[src/rtl/fpu_decode_issue.sv]
// RV32F decode/issue stage: registered decode into a DEPTH-entry FIFO
// that feeds the FPU over valid/ready, plus sticky fflags accumulation
// and a free-running issue handshake counter.
module fpu_decode_issue #(
  parameter int DEPTH = 4
) (
  input  logic        clk,
  input  logic        rst,
  input  logic        instr_valid_i,
  input  logic [31:0] instr_i,
  output logic        instr_ready_o,
  input  logic [2:0]  frm_i,
  input  logic        flush_i,
  output logic        op_valid_o,
  input  logic        op_ready_i,
  output logic [4:0]  op_o,
  output logic [4:0]  rd_o,
  output logic [4:0]  rs1_o,
  output logic [4:0]  rs2_o,
  output logic [4:0]  rs3_o,
  output logic [2:0]  rm_o,
  output logic        illegal_o,
  input  logic        fflags_valid_i,
  input  logic [4:0]  fflags_i,
  input  logic        fflags_clr_i,
  output logic [4:0]  fflags_o,
  output logic [31:0] issue_cnt_o
);

  localparam int AW = $clog2(DEPTH);

  localparam logic [4:0] OP_ADD      = 5'd0;
  localparam logic [4:0] OP_SUB      = 5'd1;
  localparam logic [4:0] OP_MUL      = 5'd2;
  localparam logic [4:0] OP_DIV      = 5'd3;
  localparam logic [4:0] OP_SQRT     = 5'd4;
  localparam logic [4:0] OP_SGNJ     = 5'd5;
  localparam logic [4:0] OP_SGNJN    = 5'd6;
  localparam logic [4:0] OP_SGNJX    = 5'd7;
  localparam logic [4:0] OP_MIN      = 5'd8;
  localparam logic [4:0] OP_MAX      = 5'd9;
  localparam logic [4:0] OP_CVT_W_S  = 5'd10;
  localparam logic [4:0] OP_CVT_WU_S = 5'd11;
  localparam logic [4:0] OP_CVT_S_W  = 5'd12;
  localparam logic [4:0] OP_CVT_S_WU = 5'd13;
  localparam logic [4:0] OP_FEQ      = 5'd14;
  localparam logic [4:0] OP_FLT      = 5'd15;
  localparam logic [4:0] OP_FLE      = 5'd16;
  localparam logic [4:0] OP_CLASS    = 5'd17;
  localparam logic [4:0] OP_MV_X_W   = 5'd18;
  localparam logic [4:0] OP_MV_W_X   = 5'd19;
  localparam logic [4:0] OP_FMADD    = 5'd20;

  typedef struct packed {
    logic [4:0] op;
    logic [4:0] rd;
    logic [4:0] rs1;
    logic [4:0] rs2;
    logic [4:0] rs3;
    logic [2:0] rm;
    logic       ill;
  } dec_t;

  dec_t            mem_q [DEPTH];
  logic [AW-1:0]   wptr_q, rptr_q;
  logic [AW:0]     cnt_q;
  logic [4:0]      fflags_q;
  logic [31:0]     issue_cnt_q;
  dec_t            dec_d, head;
  logic            push, pop;

  // Instruction field decode; illegal encodings still carry register fields.
  always_comb begin
    logic [4:0] f5;
    logic [2:0] f3;
    logic [4:0] rs2f;
    logic       rnd;
    logic       ill;
    logic [4:0] op;
    logic [2:0] rm;
    f5   = instr_i[31:27];
    f3   = instr_i[14:12];
    rs2f = instr_i[24:20];
    rnd  = 1'b0;
    ill  = 1'b0;
    op   = OP_ADD;
    rm   = f3;
    dec_d     = '0;
    dec_d.rd  = instr_i[11:7];
    dec_d.rs1 = instr_i[19:15];
    dec_d.rs2 = rs2f;
    case (instr_i[6:0])
      7'b1010011: begin
        case (f5)
          5'b00000: begin op = OP_ADD; rnd = 1'b1; end
          5'b00001: begin op = OP_SUB; rnd = 1'b1; end
          5'b00010: begin op = OP_MUL; rnd = 1'b1; end
          5'b00011: begin op = OP_DIV; rnd = 1'b1; end
          5'b01011: begin op = OP_SQRT; rnd = 1'b1; ill = (rs2f != 5'd0); end
          5'b00100: begin
            case (f3)
              3'b000:  op = OP_SGNJ;
              3'b001:  op = OP_SGNJN;
              3'b010:  op = OP_SGNJX;
              default: ill = 1'b1;
            endcase
          end
          5'b00101: begin
            case (f3)
              3'b000:  op = OP_MIN;
              3'b001:  op = OP_MAX;
              default: ill = 1'b1;
            endcase
          end
          5'b10100: begin
            case (f3)
              3'b010:  op = OP_FEQ;
              3'b001:  op = OP_FLT;
              3'b000:  op = OP_FLE;
              default: ill = 1'b1;
            endcase
          end
          5'b11000: begin
            rnd = 1'b1;
            case (rs2f)
              5'd0:    op = OP_CVT_W_S;
              5'd1:    op = OP_CVT_WU_S;
              default: ill = 1'b1;
            endcase
          end
          5'b11010: begin
            rnd = 1'b1;
            case (rs2f)
              5'd0:    op = OP_CVT_S_W;
              5'd1:    op = OP_CVT_S_WU;
              default: ill = 1'b1;
            endcase
          end
          5'b11100: begin
            ill = (rs2f != 5'd0);
            case (f3)
              3'b000:  op = OP_MV_X_W;
              3'b001:  op = OP_CLASS;
              default: ill = 1'b1;
            endcase
          end
          5'b11110: begin
            op  = OP_MV_W_X;
            ill = (rs2f != 5'd0) || (f3 != 3'b000);
          end
          default: ill = 1'b1;
        endcase
        if (instr_i[26:25] != 2'b00) ill = 1'b1;
      end
      // FMADD/FMSUB/FNMSUB/FNMADD differ only in instr[3:2]
      7'b1000011, 7'b1000111, 7'b1001011, 7'b1001111: begin
        op        = OP_FMADD + {3'b000, instr_i[3:2]};
        rnd       = 1'b1;
        dec_d.rs3 = instr_i[31:27];
        if (instr_i[26:25] != 2'b00) ill = 1'b1;
      end
      default: ill = 1'b1;
    endcase
    // Dynamic rounding resolves to frm; reserved modes are illegal either way.
    if (rnd) begin
      if (f3 == 3'b111) begin
        rm = frm_i;
        if (frm_i >= 3'b101) ill = 1'b1;
      end else if (f3 == 3'b101 || f3 == 3'b110) begin
        ill = 1'b1;
      end
    end
    if (ill) begin
      op = 5'd0;
      rm = 3'b000;
    end
    dec_d.op  = op;
    dec_d.rm  = rm;
    dec_d.ill = ill;
  end

  // Ready depends only on registered occupancy; flush kills both sides.
  assign instr_ready_o = (cnt_q != DEPTH[AW:0]);
  assign op_valid_o    = (cnt_q != '0);
  assign push          = instr_valid_i & instr_ready_o & ~flush_i;
  assign pop           = op_valid_o & op_ready_i & ~flush_i;

  // FIFO pointers and occupancy.
  always_ff @(posedge clk or posedge rst) begin
    if (rst) begin
      wptr_q <= '0;
      rptr_q <= '0;
      cnt_q  <= '0;
    end else if (flush_i) begin
      wptr_q <= '0;
      rptr_q <= '0;
      cnt_q  <= '0;
    end else begin
      if (push) wptr_q <= wptr_q + AW'(1);
      if (pop)  rptr_q <= rptr_q + AW'(1);
      case ({push, pop})
        2'b10:   cnt_q <= cnt_q + (AW+1)'(1);
        2'b01:   cnt_q <= cnt_q - (AW+1)'(1);
        default: cnt_q <= cnt_q;
      endcase
    end
  end

  // FIFO storage; contents are don't-care while empty since the head is masked.
  always_ff @(posedge clk) begin
    if (push) mem_q[wptr_q] <= dec_d;
  end

  assign head      = op_valid_o ? mem_q[rptr_q] : '0;
  assign op_o      = head.op;
  assign rd_o      = head.rd;
  assign rs1_o     = head.rs1;
  assign rs2_o     = head.rs2;
  assign rs3_o     = head.rs3;
  assign rm_o      = head.rm;
  assign illegal_o = head.ill;

  // Sticky fflags: a same-cycle clear and retire leaves only the new flags.
  always_ff @(posedge clk or posedge rst) begin
    if (rst)                                  fflags_q <= '0;
    else if (fflags_clr_i && fflags_valid_i)  fflags_q <= fflags_i;
    else if (fflags_clr_i)                    fflags_q <= '0;
    else if (fflags_valid_i)                  fflags_q <= fflags_q | fflags_i;
  end
  assign fflags_o = fflags_q;

  // Count completed issue handshakes; wraps naturally.
  always_ff @(posedge clk or posedge rst) begin
    if (rst)      issue_cnt_q <= '0;
    else if (pop) issue_cnt_q <= issue_cnt_q + 32'd1;
  end
  assign issue_cnt_o = issue_cnt_q;

endmodule
[config.mk]
export PLATFORM = sky130hd
export DESIGN_NAME = fpu_decode_issue
export DESIGN_NICKNAME = d
export VERILOG_FILES = /design/src/rtl/fpu_decode_issue.sv
export SDC_FILE = /design/constraint.sdc
export NUM_CORES = 1
export LEC_CHECK = 0
export CAP_MARGIN = 20
export CORE_ASPECT_RATIO = 0.5
export CORE_MARGIN = 2
export CORE_UTILIZATION = 54
export CTS_CLUSTER_DIAMETER = 50
export CTS_CLUSTER_SIZE = 12
export DETAILED_ROUTE_END_ITERATION = 7
export GPL_ROUTABILITY_DRIVEN = 0
export PLACE_DENSITY_LB_ADDON = 0.25
export RECOVER_POWER = 100
export SYNTH_ARGS = -nofsm -noshare
export SYNTH_HDL_FRONTEND = slang
export SYNTH_SLANG_ARGS = --single-unit
[constraint.sdc]
create_clock -name clk -period 2.5 [get_ports clk]
set_clock_uncertainty 0.05 [all_clocks]
set_input_delay 0.5 -clock clk [delete_from_list [all_inputs] [get_ports clk]]
set_output_delay 0.5 -clock clk [all_outputs]
set_load 0.02 [all_outputs]
==> results of run 1 <==
what timing repair did:
item,4_1_cts,5_1_grt
endpoints found under the setup margin,31,39
resized for setup,122,38
pin swaps,1,1
gates cloned,2,1
setup buffers,3,4
stage by stage:
stage                     cells  hold WS [ps]  setup slack, ps
after floorplan             487         492.5            218.1
after global placement      817         411.7           -178.1
after detailed placement    817         437.7           -260.1
after CTS                   854         371.9           -63.80
after global routing        858         459.7           -100.3
final                       858         435.8           -43.95
state kept, by name, indices dropped and copies added, names as in the netlist:
signal	count
cnt_q	3
fflags_o	5
issue_cnt_o	32
mem_q	116
rptr_q	2
wptr_q	2
Yosys cell counts (all sizes together) (12+ instances only):
master	number	area share, %
nor2	19	1.1
nand3	17	1.2
edfxtp	116	48
mux4	29	9.0
inv	19	0.99
dfrtp	44	15
xnor2	32	3.9
nor2b	35	3.0
o21ai	13	0.90
and2	12	1.0
nand2	29	1.5
power breakdown:
part	internal, mW	switching, mW
Clock	1.39	1.08
Combinational	1.40	1.42
Sequential	3.04	0.151
kinds of logic after synthesis:
group,count (synthesis),share of synthesized area (%)
simple gates,167,13.83
mux,32,9.465
fa+ha+maj,6,1.142
buf+inv,39,2.371
flops,160,63.40
compound gates,45,5.087
xor+xnor,38,4.707
final timing paths:
check	cells after the start	end	slack, ps
setup / recovery	5	op_o[2]	-40
hold / removal	1	issue_cnt_o[21]	440
setup reg to reg	6	mem_q[2][22]	110
hold reg to reg	1	issue_cnt_o[21]	440
max in group asynchronous	3	issue_cnt_o[20]	610
min in group asynchronous	2	fflags_o[3]	500
placed cells by master, fill, tap and decap left out, types with 6 or more instances in the layout:
| cell type | count |
|---|---|
| clkbuf_4 | 6 |
| dfrtp_1 | 43 |
| clkbuf_1 | 17 |
| inv_1 | 19 |
| xor2_1 | 6 |
| buf_6 | 10 |
| and2_0 | 11 |
| buf_4 | 45 |
| edfxtp_1 | 116 |
| clkdlybuf4s50_1 | 26 |
| a21oi_1 | 7 |
| mux4_2 | 29 |
| xnor2_1 | 32 |
| dlygate4sd3_1 | 57 |
| nand4_1 | 11 |
| nor2b_4 | 8 |
| nand2_1 | 29 |
| nor2b_1 | 27 |
| nand3_1 | 16 |
| nor2_1 | 18 |
| buf_2 | 18 |
| nor4_1 | 6 |
| clkbuf_16 | 18 |
| o21ai_0 | 9 |
metal layers:
metal / vias up / share of wire [%] / wire length, um / GRT usage, %
met5: - / 0 / 0 / 0
met4: 0 / 1.5 / 240 / 9.012
met3: 22 / 4.9 / 793 / 4.615
met2: 184 / 51 / 8269 / 41.08
met1: 2425 / 43 / 7016 / 29.60
li1: 2230 / - / - / -
final cells by class:
cell class / count / area, um^2
clock buffer: 18 / 429.2
clock inverter: 14 / 131.4
fill: 800 / 3293
inverter: 19 / 71.32
multi-input combinational: 288 / 2506
sequential: 160 / 4586
tap: 170 / 212.7
timing repair buffer: 189 / 1652
critical path: stages (launching register included):
cell	delay, ps
dfrtp_2	460
buf_12	150
buf_16	130
mux4_2	530
nor2b_1	150
buf_4	160
==> out/results.ini, run 1 <==
[timing]
fmax_ghz=0.3931
drv_slew=0
worst_slack_ps=-43.95
rsz0062_at_grt=yes
slew-limit-headroom_pct=21.33
tightestPinTransition_ps=1169
hold_violations=0
setup_viol=7
fin_setup_tns_ps=-185.5
fin_crit_sh_pct=101.8
period_needed_ps=2544

[min_path]
hold_class=flip-flop to flip-flop
hp-start=issue_cnt_o[21]

[synth]
syn_area_um2=7231
ys.flop_type=edfxtp_1
synth_edf_count=116
syn_area_per_cell_um2=14.85
yosys_warnings=0
synth.distinct_cells=67
synth-seq-cells=160
synth_cells=487
synth_nets=540
ys_seq_area_share_pct=63.40
async_flop_share_pct=27.50

[global_routing]
grt_pass1_vias=4839
grt_use_total_pct=23.45
grt_pass1_wl_um=25210
antenna_found_initial=0
grt_start_max_net_pins=30
grt_overflow_total=0

[placed_design]
hpwl_um=10510
io_buffer_count=114
dpl_cell_area_um2=9061

[critical_path]
startpoint=rptr_q[0]
cp-end-kind=output port
cp.arrival_ps=1990
reg2reg_from=cnt_q[0]
crit_fanout=5
startpoint_type=flip-flop
critical_path_class=flip-flop to output port
crit_required_ps=1950

[cts]
cts-htree-levels=4
clockBufferDepth=2
ctsHoldBuffers=0
cts_tree=built
cts_buffers=17
cts.reportedPaths.clkPinSlew_ps=60
cts_num_sinks=160
insertion_delay_ps=420
cts-root-buf=clkbuf_16

[final_layout]
post-route-util_pct=74.43
antenna_cells=0
area_growth_pct=32.60
final_area_um2=9588
fin_nets=728
layout-drive-gt1-share_pct=25.58

[flow_run]
cap_violations=0

[status]
outcome=complete, but fails checks
violations=negative setup slack

[detailed_routing]
via_count=4861
avgViaCountPerCell=5.666
antenna_left=0
wire_per_inst_um=19.02
dr.pass1.iters=5
drtIter0Drc=319
route.detailed.drc=0
wl_um=16320

[power_and_ir_drop]
total_power_mw=8.479
p_leak_nw=3.573
max-vdd-ir-drop_uv=544.2
cellPowerDensity_nw_per_um2=884.3

[floorplan]
initial_utilization_pct=56.13
dieArea_um2=14390
fp.dieH_um=85.83
rows=29
core_area_um2=12880
pin_count=115
die_w_um=167.6

No activity file was read; power rests on OpenSTA's default activity.
==> run 2: changes to the inputs <==
--- a/config.mk
+++ b/config.mk
@@ -6,9 +6,9 @@
 export NUM_CORES = 1
 export LEC_CHECK = 0
 export CAP_MARGIN = 20
-export CORE_ASPECT_RATIO = 0.5
+export CORE_ASPECT_RATIO = 0.8
 export CORE_MARGIN = 2
-export CORE_UTILIZATION = 54
+export CORE_UTILIZATION = 35
 export CTS_CLUSTER_DIAMETER = 50
 export CTS_CLUSTER_SIZE = 12
 export DETAILED_ROUTE_END_ITERATION = 7
==> run 2 against run 1 <==
  * The run now ends clean
  * Sequential cell count did not move
  * First-iteration DRC count fell by 24%
  * Critical path depth did not move
  * Largest power group unchanged
  * Non-clock buffer count fell by 7
  * Largest cell class unchanged
  * Critical path type unchanged
==> out/results.ini, run 2 (synthesized netlist as in run 1, its figures left out) <==
[status]
outcome=finished clean

[floorplan]
die_w_um=164.7  ; -1.8%
pin_count=115  ; unchanged
initial_utilization_pct=35.33  ; -21 points
dieArea_um2=21830  ; +52%
rows=47  ; +62%
fp.dieH_um=132.6  ; +54%
core_area_um2=20460  ; +59%

[cts]
clockBufferDepth=2  ; unchanged
cts_buffers=17  ; unchanged
cts-htree-levels=4  ; unchanged
cts_num_sinks=160  ; unchanged
cts-root-buf=clkbuf_16
cts_tree=built
cts.reportedPaths.clkPinSlew_ps=60  ; about the same
insertion_delay_ps=420  ; about the same

[flow_run]
cap_violations=0  ; unchanged

[critical_path]
cpPeakStageDelay_ps=550  ; +20 ps
path_delay_family=multiplexers
reg2reg_depth=6  ; unchanged
startpoint_type=flip-flop
cp-end-kind=output port
r2r-end=mem_q[3][23]
path_buf_inv=3  ; unchanged
critical_path_class=flip-flop to output port
worstPathCellList=buf_12, buf_12, mux4_2, nor2b_4, buf_6
cpMaxStageDelayCell=mux4_2
crit_fanout=7  ; +2
cp.arrival_ps=1940  ; -50 ps
reg2reg_from=cnt_q[0]
path_depth=5  ; unchanged
cp_common_cell=buf_12
crit_required_ps=1950  ; about the same
rrSetupSlack_ps=120  ; about the same

[global_routing]
antenna_found_initial=0  ; unchanged
grt_pass1_wl_um=25500  ; +1.2%
grt_pass1_vias=4767  ; -1.5%
grt_start_max_net_pins=45  ; +50%
grt_overflow_total=0  ; unchanged
grt_use_total_pct=15.41  ; -8.0 points

[timing]
worst_slack_ps=11.27  ; +55.21 ps
fin_setup_tns_ps=0  ; +185.5 ps
tightestPinTransition_ps=1115  ; -54.21 ps
drv_slew=0  ; unchanged
period_needed_ps=2489  ; -55.21 ps
fmax_ghz=0.4018  ; +2.2%
fin_crit_sh_pct=99.55  ; -2.2 points
setup_viol=0  ; -7
rsz0062_at_grt=yes
hold_violations=0  ; unchanged
slew-limit-headroom_pct=25.66  ; +4.3 points

[final_layout]
largest_reg_flops=116  ; unchanged
post-route-util_pct=48.00  ; -26 points
final_cell_mix=edfxtp_1 (116), dlygate4sd3_1 (55), buf_4 (45)
area_growth_pct=35.85
fin_nets=721  ; -0.96%
final_common_cell=edfxtp_1
regMostFlops=mem_q
layout-drive-gt1-share_pct=26.43  ; +0.85 points
antenna_cells=0  ; unchanged

[placed_design]
place_ws_ps=-263.8  ; -3.723 ps
hpwl_um=10920  ; +3.9%
io_buffer_count=114  ; unchanged

[detailed_routing]
wl_um=16240  ; -0.47%
wire_per_inst_um=17.10  ; -10%
antenna_left=0  ; unchanged
route.detailed.drc=0  ; unchanged
avgViaCountPerCell=4.959  ; -12%
dr.pass1.iters=4  ; -1
drtIter0Drc=241  ; -24%
via_count=4711  ; -3.1%

[power_and_ir_drop]
p_leak_nw=3.636  ; +1.7%
max-vdd-ir-drop_uv=503.1  ; -7.6%
cellPowerDensity_nw_per_um2=907.0  ; +2.6%

[min_path]
hold_class=flip-flop to flip-flop
min_path_cells=1  ; unchanged
hp-start=issue_cnt_o[31]
min_to=issue_cnt_o[31]

run 2: cell count changes in the layout (fill, tap and decap cells not counted), sizes merged:
cell,delta
inv,+5
clkinvlp,-3
clkinv,-3
clkbuf,-5
buf,-5
bufbuf,+2
dlygate4sd3,-2
bufinv,+2
clkdlybuf4s50,+2
run 2: cell type report:
class                           instances  area [um^2]
Fill cell                            1826        10640
Sequential cell                       160         4587
Multi-Input combinational cell        288         2539
Timing Repair Buffer                  182         1658
Clock buffer                           17        425.4
Tap cell                              269        336.6
Clock inverter                         15        206.4
Inverter                               19        71.32
run 2: power by group:
group          switching (mW)  total, mW  internal, mW
Clock                    1.13       2.76          1.63
Combinational            1.45       2.98          1.52
Sequential              0.135       3.17          3.04
run 2: how the worst max path moves through the flow:
stage,startpoint,end
2_1_floorplan,cnt_q[0],cnt_q[2]
3_3_place_gp,instr_i[24],mem_q[0][3]
3_5_place_dp,instr_i[24],mem_q[3][2]
4_1_cts,rptr_q[0],rs2_o[2]
5_1_grt,rptr_q[0],illegal_o
6_report,rptr_q[0],op_o[1]
run 2: per-layer routing:
metal	GRT usage [%]	vias to the layer above	routed length [um]
met1	20.70	2379	7497
met2	24.87	113	7911
met5	0	-	0
met3	3.699	12	618
met4	4.686	0	217
li1	-	2207	-
run 2: per-stage QoR:
stage | std cells | hold slack (ps) | total power [mW] | instance area [um^2]
finish | 950 | 419.7 | 8.909 | 9823
global route | 950 | 442.9 | 9.318 | 9823
CTS | 951 | 437.8 | 9.077 | 9940
detailed placement | 911 | 428.8 | 5.918 | 9158
global placement | 911 | 430.4 | 5.888 | 9158
floorplan | 487 | 492.5 | 4.706 | 7231
run 2: what timing repair did:
action,CTS,global route
setup buffers,5,1
gates cloned,3,0
setup endpoints to repair,30,33
pin swaps,1,0
hold buffers,0,0
resized for setup,151,16
